## src/rtl/alu_writeback.sv

```systemverilog
// Writeback stage: EX/WB register, 16-entry register file, flag/overflow/retire state.
// Optional define WB_BYPASS_EN forwards the pending commit to the read ports.
module alu_writeback #(
  parameter int DW = 16,
  parameter int AW = 4
) (
  input  logic          clk,
  input  logic          rst,
  input  logic          ex_valid,
  input  logic          ex_we,
  input  logic [AW-1:0] ex_rd,
  input  logic [3:0]    ex_func,
  input  logic [DW-1:0] ex_op,
  input  logic [DW-1:0] ex_r0,
  input  logic          ex_flag,
  input  logic          ex_oflw,
  input  logic          ovf_clr,
  input  logic [AW-1:0] rs1_addr,
  input  logic [AW-1:0] rs2_addr,
  output logic [DW-1:0] rs1_data,
  output logic [DW-1:0] rs2_data,
  output logic          wb_valid,
  output logic          flag_q,
  output logic          ovf_sticky,
  output logic [15:0]   retired
);

  localparam int NR = 1 << AW;
  localparam logic [3:0] FN_MUL = 4'b0100;
  localparam logic [3:0] FN_DIV = 4'b0101;

  logic          valid_q;
  logic          we_q;
  logic [AW-1:0] rd_q;
  logic [3:0]    func_q;
  logic [DW-1:0] op_q;
  logic [DW-1:0] r0_q;
  logic          wflag_q;
  logic          oflw_q;

  logic [DW-1:0] rf_q [NR];
  logic          aflag_q;
  logic          ovf_q;
  logic          ovf_d;
  logic [15:0]   ret_q;
  logic [15:0]   ret_d;

  logic prim_we;
  logic aux_fn;
  logic aux_we;

  assign prim_we = valid_q & we_q;
  assign aux_fn  = (func_q == FN_MUL) || (func_q == FN_DIV);
  // A primary write to R0 wins over the auxiliary result.
  assign aux_we  = valid_q & aux_fn & ~(prim_we & (rd_q == '0));

  assign ovf_d = (valid_q & oflw_q) | (ovf_q & ~ovf_clr);
  assign ret_d = valid_q ? ret_q + 16'd1 : ret_q;

  always_ff @(posedge clk) begin
    if (rst) begin
      valid_q <= 1'b0;
      we_q    <= 1'b0;
      rd_q    <= '0;
      func_q  <= '0;
      op_q    <= '0;
      r0_q    <= '0;
      wflag_q <= 1'b0;
      oflw_q  <= 1'b0;
      aflag_q <= 1'b0;
      ovf_q   <= 1'b0;
      ret_q   <= '0;
      for (int i = 0; i < NR; i++) begin
        rf_q[i] <= '0;
      end
    end else begin
      valid_q <= ex_valid;
      if (ex_valid) begin
        we_q    <= ex_we;
        rd_q    <= ex_rd;
        func_q  <= ex_func;
        op_q    <= ex_op;
        r0_q    <= ex_r0;
        wflag_q <= ex_flag;
        oflw_q  <= ex_oflw;
      end
      if (aux_we) begin
        rf_q[0] <= r0_q;
      end
      if (prim_we) begin
        rf_q[rd_q] <= op_q;
      end
      if (valid_q) begin
        aflag_q <= wflag_q;
      end
      ovf_q <= ovf_d;
      ret_q <= ret_d;
    end
  end

  logic [AW-1:0] ra   [2];
  logic [DW-1:0] rdat [2];

  assign ra[0] = rs1_addr;
  assign ra[1] = rs2_addr;

  always_comb begin
    for (int p = 0; p < 2; p++) begin
      rdat[p] = rf_q[ra[p]];
`ifdef WB_BYPASS_EN
      if (prim_we && (rd_q == ra[p])) begin
        rdat[p] = op_q;
      end else if (aux_we && (ra[p] == '0)) begin
        rdat[p] = r0_q;
      end
`endif
    end
  end

  assign rs1_data   = rdat[0];
  assign rs2_data   = rdat[1];
  assign wb_valid   = valid_q;
  assign flag_q     = aflag_q;
  assign ovf_sticky = ovf_q;
  assign retired    = ret_q;

endmodule
```

## config.mk

```make
export PLATFORM = sky130hd
export DESIGN_NAME = alu_writeback
export DESIGN_NICKNAME = d
export VERILOG_FILES = /design/src/rtl/alu_writeback.sv
export SDC_FILE = /design/constraint.sdc
export NUM_CORES = 1
export LEC_CHECK = 0
export BUFFER_PORTS_ARGS = -buffer_cell sky130_fd_sc_hd__buf_2
export CAP_MARGIN = 30
export CORE_AREA = 10 10 189 191
export CTS_CLUSTER_SIZE = 20
export DETAILED_ROUTE_END_ITERATION = 6
export DIE_AREA = 0 0 199 201
export GPL_TIMING_DRIVEN = 0
export PLACE_DENSITY = 0.74
export SETUP_SLACK_MARGIN = 0.15
export SLEW_MARGIN = 20
export SYNTH_ARGS = -nofsm -noshare
export SYNTH_HDL_FRONTEND = slang
export SYNTH_SLANG_ARGS = --single-unit
```

## constraint.sdc

```tcl
create_clock -name clk -period 2.55 [get_ports clk]
set_clock_uncertainty 0.15 [all_clocks]
set_input_delay 0.51 -clock clk [delete_from_list [all_inputs] [get_ports clk]]
set_output_delay 0.51 -clock clk [all_outputs]
set_load 0.005 [all_outputs]
```

After elaboration in Yosys (flattened, before gate mapping)
Memories as Yosys holds them, arrays and structs flattened. Index checks and enable logic that the tools add are counted.

Bits in latches: 0. ROM bits: 0. Logic and storage cells: 40. Memories: 1. Bits of input ports: 55. Output and inout bits: 51. Bits in writable memories: 256. Register bits: 62.

Multipliers: 0. Shift operators: 0. Magnitude comparators: 0. Bitwise gates (word level): 10. Div/mod/pow operators: 0. Reduce and logical (&&, ||, !) cells: 3. $add $sub $neg: 1. Muxes and demuxes: 12. Equality and inequality tests: 2.

Memories: rf_q (depth 16, width 16, rd ports 2, clocked after memory_dff 0, wr ports 16, RTL line 41) `logic [DW-1:0] rf_q [NR];`.

Operators with widths (count): $mux W16 (2); $add A16 B1 Y16 const B (1); $reduce_or A16 Y1 (1); $mux W1 (9); $eq A4 B3 Y1 const B (2); $and A1 B1 Y1 (6); $logic_not A4 Y1 (1); $mux W4 (1); $not A1 Y1 (2); $or A1 B1 Y1 (2); $logic_or A1 B1 Y1 (1).

Logic depth before layout (Yosys ltp)
Depth after elaboration: 8. Depth in mapped cells: 8.

Worst setup path before layout
Ideal clock, no wire load.

Kind: input to output. Start: input rs1_addr[0]. End: output rs1_data[10]. Data required time: 1.890 ns. Arrival: 1.712 ns. Buffers on the path: 2. Stages: 5. Setup slack: 0.178 ns. Cell sequence: buf_2 buf_4 mux4_2 a22oi_1 nand2_1.

Longest elaborated chain between the ends: 1.

Ends and longest elaborated chain: start, declared (RTL line 18) `input logic [AW-1:0] rs1_addr,`; $mem_v2 Z16 W16; end, declared (RTL line 20) `output logic [DW-1:0] rs1_data,`.

Every way passes these cells.

==> results by group <==
STA
  • RSZ-0062 raised after global routing: yes
  • Slew Limit Fails: 0
  • Tmin final: 2.752 ns
  • Fmax: 363.4 MHz
  • Final setup violation count: 30
  • Fin. Hold Viols: 0
  • Crit share post-route: 1.079
  • Worst-margin pin slew: 0.7129 ns
  • Slew headroom: 0.5247
  • Setup WS post-layout: -0.2019 ns

Placement
  • Post-place setup slack: -0.7685 ns
  • IO Port Bufs: 98
  • Placed Instances: 1696
  • Post-DP HPWL: 33200 um
  • Placer Congestion: 0.9544

Setup path
  • Worst path required time: 1.89 ns
  • Max FO, Critical Path: 2
  • Worst EP arrival: 2.09 ns
  • Setup Crit Path Kind: reg2out
  • Critical R2R Launch: rd_q[2]
  • Startpoint types: flip-flop
  • Worst setup EP type: output port
  • Worst setup path start: rf_q[0][6]

Clocking
  • CTS Hold Bufs: 0
  • CTS Sinks: 317
  • Worst-skew pair later-pin latency: 0.50 ns
  • Root buf cell: clkbuf_16
  • Total CTS buffers: 34
  • CTS max path bufs: 3
  • CTS tree: built
  • H-tree levels: 2
  • CTS clk-pin slew, worst paths: 0.06 ns

Yosys
  • Area fraction of the dominant cell type after synthesis: 0.4772
  • Sequential share of the synthesized area: 0.5530
  • Synth area leaders: edfxtp_1 (48%), mux4_2 (18%), dfxtp_1 (7.6%)
  • Post-Syn Nets: 1246
  • Avg Inst Size Synth: 13.54 um^2
  • Synth Register Bits: 317
  • Post-synth EDFFs: 256
  • Synth Flop Type: edfxtp_1
  • Synth warnings: 0
  • Ys async rst share: 0
  • Area leader, netlist: edfxtp_1
  • Distinct cells, synth: 40
  • Mapped Area: 16110 um^2
  • Cells after Synth: 1190

Power and ir drop
  • Pwr dens: 628.8 nW/um^2
  • Total leakage power: 6.489 nW
  • Design Power: 0.01178 W
  • Worst VDD drop: 0.0003474 V

Layout
  • Layout cells sized above 1: 0.3527
  • Finished Layout Cells: 1768
  • P&R area growth vs syn: 16.33%
  • Layout Utilization: 0.5849
  • Nets: 1390

Global route
  • Tot GR Track Use: 0.2369
  • Gr ovfl total: 0
  • First-pass GRT wire length: 69990 um
  • Vias in the first global route: 11330
  • Initial antenna violation count: 2
  • Largest net degree at the start of global routing: 17

Drt
  • Routed WL: 47220 um
  • Final antenna-violating net count: 0
  • Vias per cell: 6.253
  • Routed len/inst: 26.71 um
  • Initial DRC Count: 1435
  • Via count: 11060
  • # DRC: 0
  • Pre-antenna DRT Iters: 5

Run
  • Max cap viols: 0

Worst hold path
  • Hold Path Origin: ex_r0[5]
  • Hold Path Class: in2reg

Die
  • Row Count: 66
  • Die area: 40000 um^2
  • Core ar.: 32040 um^2
  • Ports: 106
  • Initial Util: 0.5028
  • Die W: 199 um
  • Die height: 201 um

Run status
  • Status: complete, but fails checks
  • Failing checks: setup timing
## Yosys cell counts (all sizes together), types with 4 or more instances
| cell | n |
|---|---|
| nand4 | 7 |
| a21o | 15 |
| nand3 | 22 |
| buf | 55 |
| and2 | 4 |
| dfxtp | 61 |
| nor2 | 305 |
| xor2 | 6 |
| mux4 | 128 |
| o21ai | 17 |
| nand2b | 18 |
| mux2i | 44 |
| nand2 | 105 |
| edfxtp | 256 |
| nor2b | 11 |
| a22oi | 64 |
| xnor2 | 4 |
| clkbuf | 44 |
## sequential cells by signal, indices dropped and copies added, names as in the netlist
name / flops
ovf_sticky: 1
rf_q: 256
we_q: 1
func_q: 3
wflag_q: 1
rd_q: 4
r0_q: 16
flag_q: 1
op_q: 16
wb_valid: 1
retired: 16
oflw_q: 1
## where the power goes
part,switching (W),leakage (nW),internal [W]
logic,0.000714,2.86,0.000568
clock network,0.00199,0.498,0.00258
registers,0.000165,3.13,0.00576
total,0.00287,6.49,0.00891
## layout make-up
type | count | area [um^2]
fill | 2478 | 13300
sequential | 317 | 8909
tap | 408 | 510.5
inverter | 1 | 3.754
clock inverter | 15 | 78.83
buffer | 99 | 834.6
antenna | 2 | 5.005
clock buffer | 45 | 933.4
multi-input combinational | 773 | 6850
timing repair buffer | 108 | 614.3
## cells in the final DEF (no fill, tap or decap), drive strengths merged, types with 2 or more instances in the layout
master and count:
nor2 305, edfxtp 256, buf 165, mux4 128, nand2 105, clkbuf 87
a22oi 64, dfxtp 61, mux2i 44, nand3 22, nand2b 18, o21ai 17
a21o 15, clkinv 12, nor2b 11, nand4 7, xor2 6, and2 4
xnor2 4, nor3 3, mux2 3, a21oi 3, diode 2, and3b 2
and3 2, and4 2, clkinvlp 2, inv 2
## timing repair
action                     4_1_cts  5_1_grt
gates cloned                     1        0
setup buffers                    7        2
gates resized for setup        124       24
pin swaps                       45       11
setup endpoints to repair      192      128
## per-layer routing
metal,vias up,track usage,wire [um]
met5,-,0,0
met4,0,0.1259,2814
met3,125,0.07024,5859
met2,687,0.3529,21320
met1,5496,0.3061,17230
li1,4747,-,-
## per-stage QoR
step / hold slack [ns] / setup TNS, ns / cell area (um^2)
2_1_floorplan: 0.2945 / 0 / 16110
3_3_place_gp: 0.3104 / -44.85 / 17110
3_5_place_dp: 0.3213 / -59.19 / 17110
4_1_cts: 0.07734 / -2.183 / 18650
5_1_grt: 0.07615 / -3.487 / 18730
6_report: 0.08949 / -2.398 / 18740
## kinds of logic (layout without fill, tap and decap cells)
kind of cell / count (synthesis) / in the layout / share of synthesized area
simple gates: 487 / 487 / 0.1530
flops: 317 / 317 / 0.5530
mux: 175 / 175 / 0.2084
compound gates: 100 / 100 / 0.04357
buf+inv: 100 / 268 / 0.03581
xor+xnor: 10 / 10 / 0.005437
fa+ha+maj: 1 / 1 / 0.0007766
other cells: 0 / 2 / 0
## worst max-delay path, cell delays in order, from the launching register on
cell and delay [ns]:
edfxtp_1 0.41, mux4_2 0.53, a22oi_2 0.33, nand2_1 0.16
buf_2 0.16
## path summary, 6_finish.rpt
kind | to | cells after the start | slack, ns
max | rs1_data[6] | 4 | -0.20
min | r0_q[5] | 3 | 0.09
max reg2reg | rf_q[5][1] | 3 | 0.24
min reg2reg | ovf_sticky | 2 | 0.33
(Power assumes the default switching activity.)
